$ cat config.mk
export PLATFORM = sky130hd
export DESIGN_NAME = pipe_ctrl
export DESIGN_NICKNAME = d
export VERILOG_FILES = /design/src/rtl/pipe_ctrl_pkg.sv /design/src/rtl/pipe_ctrl_mc_counter.sv /design/src/rtl/pipe_ctrl.sv
export SDC_FILE = /design/constraint.sdc
export NUM_CORES = 1
export LEC_CHECK = 0
export CORE_AREA = 3 3 52 63
export CTS_BUF_LIST = sky130_fd_sc_hd__clkbuf_16
export DETAILED_ROUTE_END_ITERATION = 8
export DIE_AREA = 0 0 55 66
export PLACE_DENSITY = 0.88
export SLEW_MARGIN = 30
export SYNTH_ARGS = -nofsm -noshare
export SYNTH_HDL_FRONTEND = slang
export SYNTH_SLANG_ARGS = --single-unit
$ cat constraint.sdc
create_clock -name clk -period 3.2 [get_ports clk]
set_input_delay 0.96 -clock clk [delete_from_list [all_inputs] [get_ports clk]]
set_output_delay 0.96 -clock clk [all_outputs]
set_load 0.01 [all_outputs]
$ cat src/rtl/pipe_ctrl_pkg.sv
// Shared stall vectors, FSM encoding and default exception vector for pipe_ctrl.
package pipe_ctrl_pkg;

  localparam logic [5:0] STALL_NONE = 6'b000000;
  localparam logic [5:0] STALL_ID   = 6'b000111;
  localparam logic [5:0] STALL_EX   = 6'b001111;
  localparam logic [5:0] STALL_MEM  = 6'b011111;

  localparam logic [31:0] EXCP_VECTOR_DEF = 32'h0000_0020;

  typedef enum logic {
    PC_IDLE   = 1'b0,
    PC_MC_RUN = 1'b1
  } pc_state_e;

endpackage

$ cat src/rtl/pipe_ctrl_mc_counter.sv
// Down-counter for multi-cycle EX ops: load, decrement, clear, last-cycle detect.
module pipe_ctrl_mc_counter #(
  parameter int MC_W = 4
) (
  input  logic            clk,
  input  logic            rst,
  input  logic            load,
  input  logic [MC_W-1:0] load_val,
  input  logic            dec,
  input  logic            clr,
  output logic            last
);

  logic [MC_W-1:0] cnt_reg;

  always_ff @(posedge clk or negedge rst) begin
    if (!rst) begin
      cnt_reg <= '0;
    end else if (clr) begin
      cnt_reg <= '0;
    end else if (load) begin
      cnt_reg <= load_val;
    end else if (dec && (cnt_reg != '0)) begin
      cnt_reg <= cnt_reg - MC_W'(1);
    end
  end

  // Counter holds the stall cycles still owed after the current one plus one.
  assign last = (cnt_reg == MC_W'(1));

endmodule

$ cat src/rtl/pipe_ctrl.sv
// Pipeline sequencing controller: stall arbitration, multi-cycle EX sequencing, flush/redirect.
// Optional performance counters are enabled by defining PIPE_CTRL_PERF_EN.
module pipe_ctrl
  import pipe_ctrl_pkg::*;
#(
  parameter int          MC_W        = 4,
  parameter logic [31:0] EXCP_VECTOR = EXCP_VECTOR_DEF
) (
  input  logic            clk,
  input  logic            rst,
  input  logic            stallreq_id_i,
  input  logic            stallreq_ex_i,
  input  logic            stallreq_mem_i,
  input  logic            mc_start_i,
  input  logic [MC_W-1:0] mc_len_i,
  input  logic            excp_valid_i,
  input  logic            excp_eret_i,
  input  logic [31:0]     epc_i,
  output logic [5:0]      stall_o,
  output logic            flush_o,
  output logic [31:0]     new_pc_o,
  output logic            mc_busy_o
`ifdef PIPE_CTRL_PERF_EN
  ,
  output logic [31:0]     perf_stall_cnt_o,
  output logic [31:0]     perf_flush_cnt_o
`endif
);

  pc_state_e state_reg, state_next;
  logic      start_ok;
  logic      cnt_load, cnt_dec, cnt_clr, cnt_last;

  always_ff @(posedge clk or negedge rst) begin
    if (!rst) state_reg <= PC_IDLE;
    else      state_reg <= state_next;
  end

  // A start is only honoured from IDLE, with a non-zero length and no concurrent flush.
  assign start_ok = (state_reg == PC_IDLE) && mc_start_i && (mc_len_i != '0) && !excp_valid_i;

  always_comb begin
    state_next = state_reg;
    cnt_load   = 1'b0;
    cnt_dec    = 1'b0;
    cnt_clr    = 1'b0;
    if (excp_valid_i) begin
      state_next = PC_IDLE;
      cnt_clr    = 1'b1;
    end else begin
      case (state_reg)
        PC_IDLE: begin
          if (start_ok) begin
            cnt_load = 1'b1;
            if (mc_len_i != MC_W'(1)) state_next = PC_MC_RUN;
          end
        end
        PC_MC_RUN: begin
          cnt_dec = 1'b1;
          if (cnt_last) state_next = PC_IDLE;
        end
        default: state_next = PC_IDLE;
      endcase
    end
  end

  // The start cycle is already one stall cycle, so only len-1 remain to be counted.
  pipe_ctrl_mc_counter #(.MC_W(MC_W)) mc_counter (
    .clk      (clk),
    .rst      (rst),
    .load     (cnt_load),
    .load_val (mc_len_i - MC_W'(1)),
    .dec      (cnt_dec),
    .clr      (cnt_clr),
    .last     (cnt_last)
  );

  // Outputs are forced quiet while reset is held, independent of the clock.
  always_comb begin
    stall_o   = STALL_NONE;
    flush_o   = 1'b0;
    new_pc_o  = 32'h0;
    mc_busy_o = 1'b0;
    if (rst) begin
      mc_busy_o = (state_reg == PC_MC_RUN) || start_ok;
      if (excp_valid_i) begin
        flush_o  = 1'b1;
        new_pc_o = excp_eret_i ? epc_i : EXCP_VECTOR;
      end else if (stallreq_mem_i) begin
        stall_o = STALL_MEM;
      end else if (stallreq_ex_i || mc_busy_o) begin
        stall_o = STALL_EX;
      end else if (stallreq_id_i) begin
        stall_o = STALL_ID;
      end
    end
  end

`ifdef PIPE_CTRL_PERF_EN
  logic [31:0] perf_stall_cnt_reg, perf_flush_cnt_reg;

  always_ff @(posedge clk or negedge rst) begin
    if (!rst) begin
      perf_stall_cnt_reg <= 32'h0;
      perf_flush_cnt_reg <= 32'h0;
    end else begin
      if (stall_o[0]) perf_stall_cnt_reg <= perf_stall_cnt_reg + 32'h1;
      if (flush_o)    perf_flush_cnt_reg <= perf_flush_cnt_reg + 32'h1;
    end
  end

  assign perf_stall_cnt_o = perf_stall_cnt_reg;
  assign perf_flush_cnt_o = perf_flush_cnt_reg;
`endif

endmodule

## Word level (Yosys, flattened, before mapping)

Index checks and enable logic that the tools add are counted.

- Bits in registers: 5
- Input port bits: 44
- Output and inout port bits: 40
- Logic and storage cells: 41

- Add/subtract/negate cells: 2
- Eq/ne operators: 2
- Multiplexer cells: 24
- Bitwise operators: 1
- Reductions and logical operators: 10

Operators by type and width:

| cell | count |
|---|---|
| two-way mux 32 bit | 3 |
| two-way mux 4 bit | 4 |
| two-way mux 1 bit | 12 |
| two-way mux 5 bit | 2 |
| nonzero test 4 bit | 2 |
| subtractor 4 x 1 -> 4 bit, second input constant | 2 |
| two-way mux 6 bit | 1 |
| == test 4 x 1 -> 1 bit, second input constant | 1 |
| logical AND 1 bit | 4 |
| != test 4 x 1 -> 1 bit, second input constant | 1 |
| two-way mux 3 bit | 1 |
| nonzero test 3 bit | 1 |
| logical OR 1 bit | 2 |
| one-hot mux 1 bit (2 select lines) | 1 |
| zero test 1 bit | 1 |
| inverter 1 bit | 1 |

## Logic depth before layout (Yosys ltp)

Gate-level depths: netlist (run 1).

- Depth in word-level cells: 10
- Mapped depth: 6
- Depth with buffers taken out: 6

## Modules after synthesis

A second synthesis (run 1) with hierarchy kept.

- Cell total of the unflattened synthesis: 99
- Area total of the unflattened synthesis: 752.0 um^2

Modules (own cells, without submodules):

| module | times used | cells an instance | area an instance (um^2) | seq. area each (um^2) |
|---|---|---|---|---|
| pipe_ctrl | 1 | 67 | 450.4 | 25.0 |
| pipe_ctrl_mc_counter | 1 | 32 | 301.5 | 100.1 |

## Least setup slack after synthesis (run 1)

No wires, ideal clock.

- Kind: in2out
- Start: input mc_len_i[0]
- End: output stall_o[1]
- Arrival time: 2.325 ns
- Required time: 2.240 ns
- Slack: -0.085 ns
- Stages on the path: 6
- Buffers on the path: 1
- Cells stage by stage: inv_1 -> ha_1 -> a2111oi_4 -> nor2_1 -> a21oi_1 -> buf_4

- Word-level cells in the longest chain between the ends: 9

Ends and longest elaborated chain:

| element | RTL line | source |
|---|---|---|
| start, declared | pipe_ctrl.sv:15 | `input logic [MC_W-1:0] mc_len_i,` |
| nonzero test 4 bit | pipe_ctrl.sv:40 | `assign start_ok = (state_reg == PC_IDLE) && mc_start_i && (mc_len_i != '0) && !excp_valid_i;` |
| logical AND 1 bit (2 in series) | pipe_ctrl.sv:40 |  |
| logical OR 1 bit | pipe_ctrl.sv:85 | `mc_busy_o = (state_reg == PC_MC_RUN) \|\| start_ok;` |
| logical OR 1 bit | pipe_ctrl.sv:91 | `end else if (stallreq_ex_i \|\| mc_busy_o) begin` |
| two-way mux 4 bit | pipe_ctrl.sv:91 |  |
| two-way mux 5 bit | pipe_ctrl.sv:89 | `end else if (stallreq_mem_i) begin` |
| two-way mux 5 bit | pipe_ctrl.sv:86 | `if (excp_valid_i) begin` |
| two-way mux 6 bit | pipe_ctrl.sv:84 | `if (rst) begin` |
| end, declared | pipe_ctrl.sv:19 | `output logic [5:0] stall_o,` |

No other way between the ends.

## Final worst setup path (run 1)

- Start: input rst
- End: output new_pc_o[27]

- Word-level cells in the longest chain between the ends: 1

Ends and longest elaborated chain:

| element | RTL line | source |
|---|---|---|
| start, declared | pipe_ctrl.sv:10 | `input logic rst,` |
| two-way mux 32 bit | pipe_ctrl.sv:84 |  |
| end, declared | pipe_ctrl.sv:21 | `output logic [31:0] new_pc_o,` |

No other way between the ends.

==> impl_metrics.env, run 1 <==
export IMPL_grt_pass1_wl_um=4930
export IMPL_initial_core_util_pct=26.1
export IMPL_r2r_cells=6
export IMPL_port_buffers=82
export IMPL_whs_ns=0.574
export IMPL_drv_slew=0
export IMPL_cts_path_max_buffers=2
export IMPL_yosys_top_cells_area="and2_1 (27%), dfrtp_1 (17%), ha_1 (10%), a21oi_1 (4.1%), inv_1 (4.1%)"
export IMPL_hold_class="reg -> reg"
export IMPL_cp_max_fo=16
export IMPL_yosys_warnings=0
export IMPL_tns_ns=0
export IMPL_synth_fa_ha_area_share_pct=10.3
export IMPL_synth_xor_area_share_pct=3.61
export IMPL_fin_crit_sh_pct=98.3
export IMPL_synth_cell_types=27
export IMPL_synth_net_count=147
export IMPL_clk_latency_ns=0.23
export IMPL_synth_ff_type="dfrtp_1"
export IMPL_cp_required_ns=2.24
export IMPL_crit_type="in -> out"
export IMPL_core_mm2=0.00279
export IMPL_cts_tree="done"
export IMPL_final_cells=223
export IMPL_nets=240
export IMPL_yosysTopAreaCellShare_pct=27.5
export IMPL_setup_viol=0
export IMPL_pin_count=84
export IMPL_syn_area_per_cell_um2=7.51
export IMPL_period_minus_slack_ns=3.15
export IMPL_die_w_um=55
export IMPL_clk_pin_slew_ns=0.03
export IMPL_synth_compound_area_share_pct=16.3
export IMPL_regArea_um2=125
export IMPL_synthesis_area_um2=728
export IMPL_ys_async_sr_fraction_pct=100
export IMPL_max_cap_violations=0
export IMPL_stdcell_area_mm2=0.00162
export IMPL_drc=0
export IMPL_cts_buffers_inserted=3
export IMPL_routedWlPerCell_um=15.0
export IMPL_worst_path_stages=5
export IMPL_arrival_ns=2.19
export IMPL_min_path_cells=2
export IMPL_hpwl_um=2720
export IMPL_cp_start_kind="input pin"
export IMPL_p_per_area_mw_per_mm2=274
export IMPL_dpl_cell_area_mm2=0.00164
export IMPL_first_global_vias=994
export IMPL_antenna_found_initial=0
export IMPL_drt_total_wl_um=3340
export IMPL_rsz0062_at_grt="no"
export IMPL_hold_violations=0
export IMPL_end_kind="output port"
export IMPL_synth_edf_count=0
export IMPL_diodes=0
export IMPL_ir_drop_mv=0.263
export IMPL_outcome="finished clean"
export IMPL_cts_hold_buf=0
export IMPL_drive_above_1_share_pct=29.1
export IMPL_rows=21
export IMPL_grt_max_degree=32
export IMPL_critPathTopFamily="buffers and inverters"
export IMPL_synth_area_mux_share_pct=0
export IMPL_dp_cells=216
export IMPL_synth_seq_cells=5
export IMPL_gr_usage_all_layers_pct=19.1
export IMPL_synth_cells=97
export IMPL_ys_seq_area_share_pct=17.2
export IMPL_cts_sinks=5
export IMPL_fill_cells=257
export IMPL_dr_total_vias=997
export IMPL_dieArea_mm2=0.00363
export IMPL_pre_cts_ws_ns=-0.679
export IMPL_synth_top_family_by_area="simple AND/OR/NAND/NOR gates"
export IMPL_largest_reg_flops=4
export IMPL_fin_skew_ns=0.00151
export IMPL_ant_nets=0
export IMPL_setup_ws_ns=0.0537
export IMPL_die_h_um=66
export IMPL_yosys_area_top_type="and2_1"
export IMPL_gr_total_overflow=0
export IMPL_cts_root_buf="clkbuf_16"
export IMPL_area_growth_pct=122
export IMPL_path_buf_inv=3
export IMPL_first_pass_iters=4
export IMPL_drt_iter0_drc=18
export IMPL_htree_levels=1
export IMPL_slowest_delay_ns=0.50
export IMPL_yosys_area_share_simple_pct=41.8
export IMPL_gp_congestion=0.808
export IMPL_multi_input_area_um2=544
export IMPL_cp_slowest_cell="clkdlybuf4s50_1"
export IMPL_p_leak_nw=0.792
export IMPL_crit_path_cell_trace="clkdlybuf4s50_1 > and3_4 > buf_12 > and2_1 > clkdlybuf4s15_1"
export IMPL_timing_fmax_mhz=318
export IMPL_vias_per_cell=4.47
## timing repair
item                                    4_1_cts  5_1_grt
resized for setup                            59       60
setup buffers                                 1        1
gates cloned                                  0        1
endpoints found under the setup margin       39       36
pin swaps                                     4        4
## power breakdown
part / internal (mW) / switching, mW / total (mW) / leakage, nW
Combinational: 0.0981 / 0.0645 / 0.163 / 0.683
Sequential: 0.0702 / 0.00806 / 0.0783 / 0.0667
Clock: 0.162 / 0.0400 / 0.202 / 0.0423
## synth_stat cells, types with 2 or more instances
| cell type | number |
|---|---|
| nand2_1 | 5 |
| nor2_1 | 6 |
| nor2b_1 | 2 |
| and2_1 | 32 |
| buf_4 | 3 |
| ha_1 | 6 |
| clkbuf_1 | 3 |
| nor3_1 | 4 |
| dfrtp_1 | 5 |
| inv_1 | 8 |
| xor2_1 | 2 |
| a21oi_1 | 6 |
## metal layers
| metal | share of wire (%) | vias up | GRT usage (%) |
|---|---|---|---|
| met5 | 0 | - | 0 |
| met4 | 1.1 | 0 | 4.56 |
| met3 | 8.5 | 4 | 6.09 |
| met2 | 55 | 44 | 36.2 |
| met1 | 35 | 458 | 19.0 |
| li1 | - | 491 | - |
## cell families after synthesis
kind of cell	Yosys count
xor gates and xnor gates	3
other	1
and+or+nand+nor	53
DFF	5
adders and majority gates	6
buffers and inverters	15
AOI/OAI and AO/OA	14
## through the flow
step                utilization [%]  total power, mW
floorplan                         -            0.146
finish                         58.0            0.443
detailed placement             59.0            0.251
CTS                            59.9            0.445
global route                   58.0            0.468
global placement               59.0            0.245
## cell usage in the layout (no fill, tap or decap), drive strengths merged
cell type | Yosys | routed
clkbuf | 3 | 29
or4b | 1 | 1
a21boi | 1 | 1
a2111oi | 1 | 1
nand2 | 5 | 5
a21bo | 1 | 1
o21a | 1 | 1
dfrtp | 5 | 5
xor2 | 2 | 2
nand2b | 1 | 1
buf | 4 | 16
xnor2 | 1 | 1
and2 | 32 | 32
nor3 | 4 | 4
a2bb2oi | 1 | 1
nand3b | 1 | 1
a21oi | 6 | 6
inv | 8 | 9
dlygate4sd2 | 0 | 6
nor2b | 2 | 2
a22oi | 1 | 1
nor2 | 6 | 6
clkdlybuf4s50 | 0 | 38
ha | 6 | 6
and3 | 1 | 1
clkdlybuf4s15 | 0 | 9
o31ai | 2 | 2
conb | 1 | 1
## cell type report
cell class | count | share of cell area [%]
clock buffers | 3 | 4.64
inverters | 8 | 1.86
repair buffers | 95 | 49.2
clock inverters | 1 | 0.232
multi-input cells | 77 | 33.7
flip-flops and latches | 5 | 7.74
well taps | 34 | 2.63
## worst paths after layout
path,start,endpoint,slack [ns]
worst min register to register,mc_counter.cnt_reg[1],mc_counter.cnt_reg[1],0.57
max in group asynchronous,rst,mc_counter.cnt_reg[1],2.01
worst max-delay path,rst,new_pc_o[27],0.05
min in group asynchronous,rst,mc_counter.cnt_reg[2],1.07
worst min-delay path,mc_counter.cnt_reg[1],mc_counter.cnt_reg[1],0.57
worst max register to register,state_reg,mc_counter.cnt_reg[0],1.69
## worst reg2reg max path: cells and delay by family, from the launching register on
family | cells | cell delay, ns
compound gates | 3 | 0.54
flops | 1 | 0.45
buf+inv | 3 | 0.40
(Power assumes the default switching activity.)
==> inputs of run 2 (changes only) <==
Settings changed: PLACE_DENSITY 0.88 to 0.78.
==> run 2 against run 1 <==
Against the previous run:
- clock skew about the same
- critical path depth unchanged
- largest power group unchanged
- sequential share of layout area down 0.19 points
- non-clock buffer count down 2
- highest routed layer unchanged
- first-iteration DRC count down 56%
- critical endpoint is now new_pc_o[6]
- die area unchanged
- critical path type unchanged
- power down 0.52%
- cell count down 0.90%
- final area up 2.5%
- combinational power down 2%
- sequential power about the same
==> impl_metrics.env, run 2 (synthesis gave the netlist of run 1 again) <==
export IMPL_outcome="finished clean"
export IMPL_timing_fmax_mhz=317
export IMPL_gp_congestion=0.834
export IMPL_hold_violations=0
export IMPL_cts_setup_buffers=0
export IMPL_diodes=0
export IMPL_wirelength_met1_um=1170
export IMPL_maxUsedRoutingLayer="met4"
export IMPL_crit_path_cell_trace="clkdlybuf4s50_1 > and3_4 > buf_12 > and2_1 > dlygate4sd2_1"
export IMPL_setup_ws_ns=0.0488
export IMPL_grt_pass1_wl_um=4450
export IMPL_nets=238
export IMPL_port_buffers=82
export IMPL_first_global_vias=881
export IMPL_cp_slowest_cell="clkdlybuf4s50_1"
export IMPL_largest_reg_flops=4
export IMPL_final_util_pct=59.5
export IMPL_clk_latency_ns=0.23
export IMPL_most_common_layout_cells="clkdlybuf4s50_1 (37), and2_1 (32), clkdlybuf4s15_1 (23)"
export IMPL_gr_total_overflow=0
export IMPL_drv_slew=0
export IMPL_core_mm2=0.00279
export IMPL_area_growth_pct=127
export IMPL_cts_path_max_buffers=2
export IMPL_period_minus_slack_ns=3.15
export IMPL_cp_required_ns=2.24
export IMPL_end_kind="output port"
export IMPL_hold_class="reg -> reg"
export IMPL_drive_above_1_share_pct=21.4
export IMPL_p_per_area_mw_per_mm2=266
export IMPL_htree_levels=1
export IMPL_cts_root_buf="clkbuf_16"
export IMPL_routedWlPerCell_um=13.9
export IMPL_initial_core_util_pct=26.1
export IMPL_cp_start_kind="input pin"
export IMPL_fill_cells=257
export IMPL_setup_viol=0
export IMPL_r2r_cells=4
export IMPL_fin_skew_ns=0.00102
export IMPL_hpwl_um=2690
export IMPL_cts_tree="done"
export IMPL_pre_cts_ws_ns=-0.719
export IMPL_crit_type="in -> out"
export IMPL_die_h_um=66
export IMPL_first_pass_iters=4
export IMPL_rsz0062_at_grt="yes"
export IMPL_dr_total_vias=962
export IMPL_arrival_ns=2.19
export IMPL_clk_pin_slew_ns=0.03
export IMPL_fin_crit_sh_pct=98.5
export IMPL_regArea_um2=125
export IMPL_cts_sinks=5
export IMPL_gr_usage_all_layers_pct=17.2
export IMPL_multi_input_area_um2=544
export IMPL_drt_iter0_drc=8
export IMPL_max_cap_violations=0
export IMPL_wl_met3_um=329
export IMPL_vias_per_cell=4.35
export IMPL_pin_count=84
export IMPL_die_w_um=55
export IMPL_rows=21
export IMPL_dieArea_mm2=0.00363
export IMPL_min_path_cells=2
export IMPL_cts_buffers_inserted=3
export IMPL_slowest_delay_ns=0.49
export IMPL_wl_met2_um=1560
export IMPL_drt_total_wl_um=3080
export IMPL_grt_max_degree=32
export IMPL_mostFrequentLayoutCell="clkdlybuf4s50_1"
export IMPL_cp_max_fo=31
export IMPL_drc=0
export IMPL_antenna_found_initial=0
export IMPL_ir_drop_mv=0.288
export IMPL_ant_nets=0
export IMPL_p_leak_nw=0.784
-- run 2: cell types whose count changed in the layout (fill, tap and decap cells not counted) --
cell             change
inv_2                +1
inv_1                -1
clkbuf_16            -1
clkdlybuf4s50_1      -1
dlymetal6s2s_1       +1
buf_4                -1
clkdlybuf4s15_1     +14
clkbuf_2            -14
-- run 2: final cells by class --
class / count / area share (%)
clock buffers: 3 / 4.53
clock inverters: 1 / 0.227
inverters: 8 / 1.81
multi-input cells: 77 / 32.9
flip-flops and latches: 5 / 7.55
well taps: 34 / 2.57
repair buffers: 93 / 50.5
-- run 2: final timing paths --
check	start	to	slack [ns]
max	excp_eret_i	new_pc_o[6]	0.05
min	mc_counter.cnt_reg[1]	mc_counter.cnt_reg[1]	0.58
max reg2reg	state_reg	mc_counter.cnt_reg[3]	1.76
min reg2reg	mc_counter.cnt_reg[1]	mc_counter.cnt_reg[1]	0.58
max in group asynchronous	rst	mc_counter.cnt_reg[3]	1.95
min in group asynchronous	rst	mc_counter.cnt_reg[1]	1.14
-- run 2: repair_timing --
action                     CTS  global route
pin swaps                    3             3
hold buffers                 0             0
resized for setup           59            48
hold endpoints to repair     0             0
setup endpoints to repair   39            35
-- run 2: through the flow --
step                      hold WS (ns)  instances  total power, mW  setup TNS, ns  cell area [um^2]
after CTS                        0.576        221            0.444              0              1670
final                            0.580        221            0.440              0              1660
after global routing             0.628        221            0.464        -0.0177              1660
after detailed placement         0.571        217            0.251         -15.83              1650
after global placement           0.555        217            0.246         -15.26              1650
after floorplan                  0.538         97            0.146              0               737
-- run 2: worst max-delay path: cells and delay by family --
kind                   cells  cell delay, ns
and+or+nand+nor            2            0.32
buffers and inverters      3            0.90
-- run 2: layer usage --
layer / GRT usage [%] / up-vias
met4: 4.56 / 0
met2: 31.7 / 48
met1: 18.4 / 425
met5: 0 / -
met3: 4.74 / 4
li1: - / 485
-- run 2: power breakdown --
group	switching, mW	internal, mW	leakage (nW)	total [mW]
sequential	0.00812	0.0702	0.0667	0.0783
clock	0.0413	0.162	0.0423	0.203
combinational	0.0619	0.0969	0.675	0.159
total	0.111	0.329	0.784	0.440
==> inputs of run 3 (changes only) <==
Settings changed: ABC_AREA set to 1, CORE_AREA 3 3 52 63 to 3 3 53 65, CTS_CLUSTER_DIAMETER set to 60, DIE_AREA 0 0 55 66 to 0 0 56 68, PLACE_DENSITY 0.78 to 0.79.
==> run 3 against run 2 <==
Against the previous run:
- area after synthesis increased by 16%
- setup slack gained 0.015 ns
- register-to-register slack better by 0.09 ns
- first-iteration DRC count grew to 4.5 times the previous value
- power grew 17%
- critical path depth decreased by 1
- critical path type unchanged
- flip-flop and latch count unchanged
==> impl_metrics.env, run 3 <==
export IMPL_outcome="finished clean"
export IMPL_period_minus_slack_ns=3.14
export IMPL_most_common_layout_cells="inv_1 (45), clkdlybuf4s50_1 (44), nor2_1 (34)"
export IMPL_synth_edf_count=0
export IMPL_vias_per_cell=4.27
export IMPL_arrival_ns=2.18
export IMPL_cp_required_ns=2.24
export IMPL_cp_start_kind="input pin"
export IMPL_setup_ws_ns=0.0643
export IMPL_cts_path_max_buffers=2
export IMPL_synth_cells=156
export IMPL_yosys_top_cells_area="inv_1 (20%), nor2_1 (16%), dfrtp_1 (15%), nand2_1 (13%), ha_1 (8.9%)"
export IMPL_ys_top_cells_by_count="inv_1 (44), nor2_1 (37), nand2_1 (29)"
export IMPL_die_w_um=56
export IMPL_largest_reg_flops=4
export IMPL_fin_skew_ns=0.00217
export IMPL_gr_total_overflow=0
export IMPL_port_buffers=82
export IMPL_pre_cts_ws_ns=-0.387
export IMPL_p_per_area_mw_per_mm2=299
export IMPL_core_mm2=0.00284
export IMPL_end_kind="output port"
export IMPL_synth_net_count=206
export IMPL_ys_seq_area_share_pct=14.8
export IMPL_stdcell_area_mm2=0.00173
export IMPL_hold_violations=0
export IMPL_dr_total_vias=1221
export IMPL_p_leak_nw=1.05
export IMPL_synth_seq_cells=5
export IMPL_synthesis_area_um2=845
export IMPL_first_global_vias=1165
export IMPL_timing_fmax_mhz=319
export IMPL_mostFrequentLayoutCell="inv_1"
export IMPL_routedWlPerCell_um=11.1
export IMPL_cp_max_fo=2
export IMPL_ys_async_sr_fraction_pct=100
export IMPL_grt_pass1_wl_um=5230
export IMPL_drt_iter0_drc=36
export IMPL_clk_latency_ns=0.23
export IMPL_cts_buffers_inserted=3
export IMPL_yosys_warnings=0
export IMPL_pin_count=84
export IMPL_rows=21
export IMPL_synth_cell_types=18
export IMPL_antenna_found_initial=0
export IMPL_cts_sinks=5
export IMPL_fill_cells=290
export IMPL_grt_max_degree=11
export IMPL_dieArea_mm2=0.00381
export IMPL_drv_slew=0
export IMPL_synth_most_common_cell="inv_1"
export IMPL_whs_ns=0.551
export IMPL_synth_ff_type="dfrtp_1"
export IMPL_gp_congestion=0.881
export IMPL_gr_usage_all_layers_pct=17.0
export IMPL_crit_type="in -> out"
export IMPL_yosys_area_top_type="inv_1"
export IMPL_ant_nets=0
export IMPL_clk_pin_slew_ns=0.03
export IMPL_cts_tree="done"
export IMPL_yosysTopAreaCellShare_pct=19.6
export IMPL_drt_total_wl_um=3180
export IMPL_nets=303
export IMPL_ir_drop_mv=0.440
export IMPL_first_pass_iters=4
export IMPL_dpl_cell_area_mm2=0.00178
export IMPL_setup_viol=0
export IMPL_syn_area_per_cell_um2=5.41
export IMPL_hpwl_um=2690
export IMPL_area_growth_pct=104
export IMPL_drive_above_1_share_pct=28.6
export IMPL_htree_levels=1
export IMPL_max_cap_violations=0
export IMPL_rsz0062_at_grt="yes"
export IMPL_cts_setup_buffers=0
export IMPL_fin_crit_sh_pct=98.0
export IMPL_die_h_um=68
export IMPL_drc=0
export IMPL_initial_core_util_pct=29.8
export IMPL_diodes=0
export IMPL_final_util_pct=60.8
export IMPL_hold_class="reg -> reg"
export IMPL_cts_root_buf="clkbuf_16"
==> run 3: logic make-up (layout without fill, tap and decap cells) <==
kind of cell	count (synthesis)	in the layout	synth area share, %
buffers and inverters	53	149	28.4
AO/OA/AOI/OAI	5	5	3.85
adder cells (fa/ha/maj)	6	6	8.89
other	1	1	0.444
AND/OR/NAND/NOR	85	85	42.5
XOR/XNOR	1	1	1.04
flip-flops	5	5	14.8
==> run 3: layer usage <==
layer	part of all wire (%)	track usage [%]	vias to the layer above
li1	-	-	632
met1	42	20.7	521
met2	47	30.1	64
met3	11	4.72	4
met4	0.63	3.56	0
met5	0	0	-
==> run 3: final cells by class <==
class	count	area [um^2]	share of cell area, %
clock buffers	3	75.1	4.35
multi-input cells	98	507	29.3
repair buffers	99	801	46.4
inverters	46	173	10.0
clock inverters	1	3.75	0.217
flip-flops and latches	5	125	7.25
well taps	34	42.5	2.46
==> run 3: report_power, final <==
| group | internal, mW | total [mW] | switching [mW] | leakage (nW) |
|---|---|---|---|---|
| registers | 0.0768 | 0.0900 | 0.0132 | 0.0654 |
| clock network | 0.162 | 0.201 | 0.0390 | 0.0423 |
| logic | 0.120 | 0.225 | 0.105 | 0.944 |
==> run 3: worst paths after layout <==
check / endpoint / cells past startpoint / slack [ns] / start
worst max register to register: mc_counter.cnt_reg[3] / 9 / 1.85 / state_reg
worst min register to register: mc_counter.cnt_reg[1] / 2 / 0.55 / mc_counter.cnt_reg[1]
min in group asynchronous: mc_counter.cnt_reg[2] / 2 / 1.07 / rst
max in group asynchronous: mc_counter.cnt_reg[3] / 2 / 2.01 / rst
worst min-delay path: mc_counter.cnt_reg[1] / 2 / 0.55 / mc_counter.cnt_reg[1]
worst max-delay path: flush_o / 4 / 0.06 / rst
==> run 3: critical path, cell delays in order <==
cell and delay, ns:
clkdlybuf4s50_1 0.50, nand2_1 0.09, inv_2 0.08, clkdlybuf4s50_1 0.54
==> run 3: repair_timing <==
| item | 4_1_cts | 5_1_grt |
|---|---|---|
| endpoints found under the setup margin | 38 | 36 |
| resized for setup | 68 | 58 |
| hold buffers | 0 | 0 |
| pin swaps | 0 | 1 |
| endpoints found under the hold margin | 0 | 0 |
| cloned | 0 | 0 |
==> run 3: stage by stage <==
step                std cells  power (mW)  TNS, ns
floorplan                 156       0.205        0
global placement          282       0.317    -9.75
detailed placement        282       0.323   -10.04
CTS                       286       0.515        0
global route              286       0.553  -0.0252
finish                    286       0.516        0
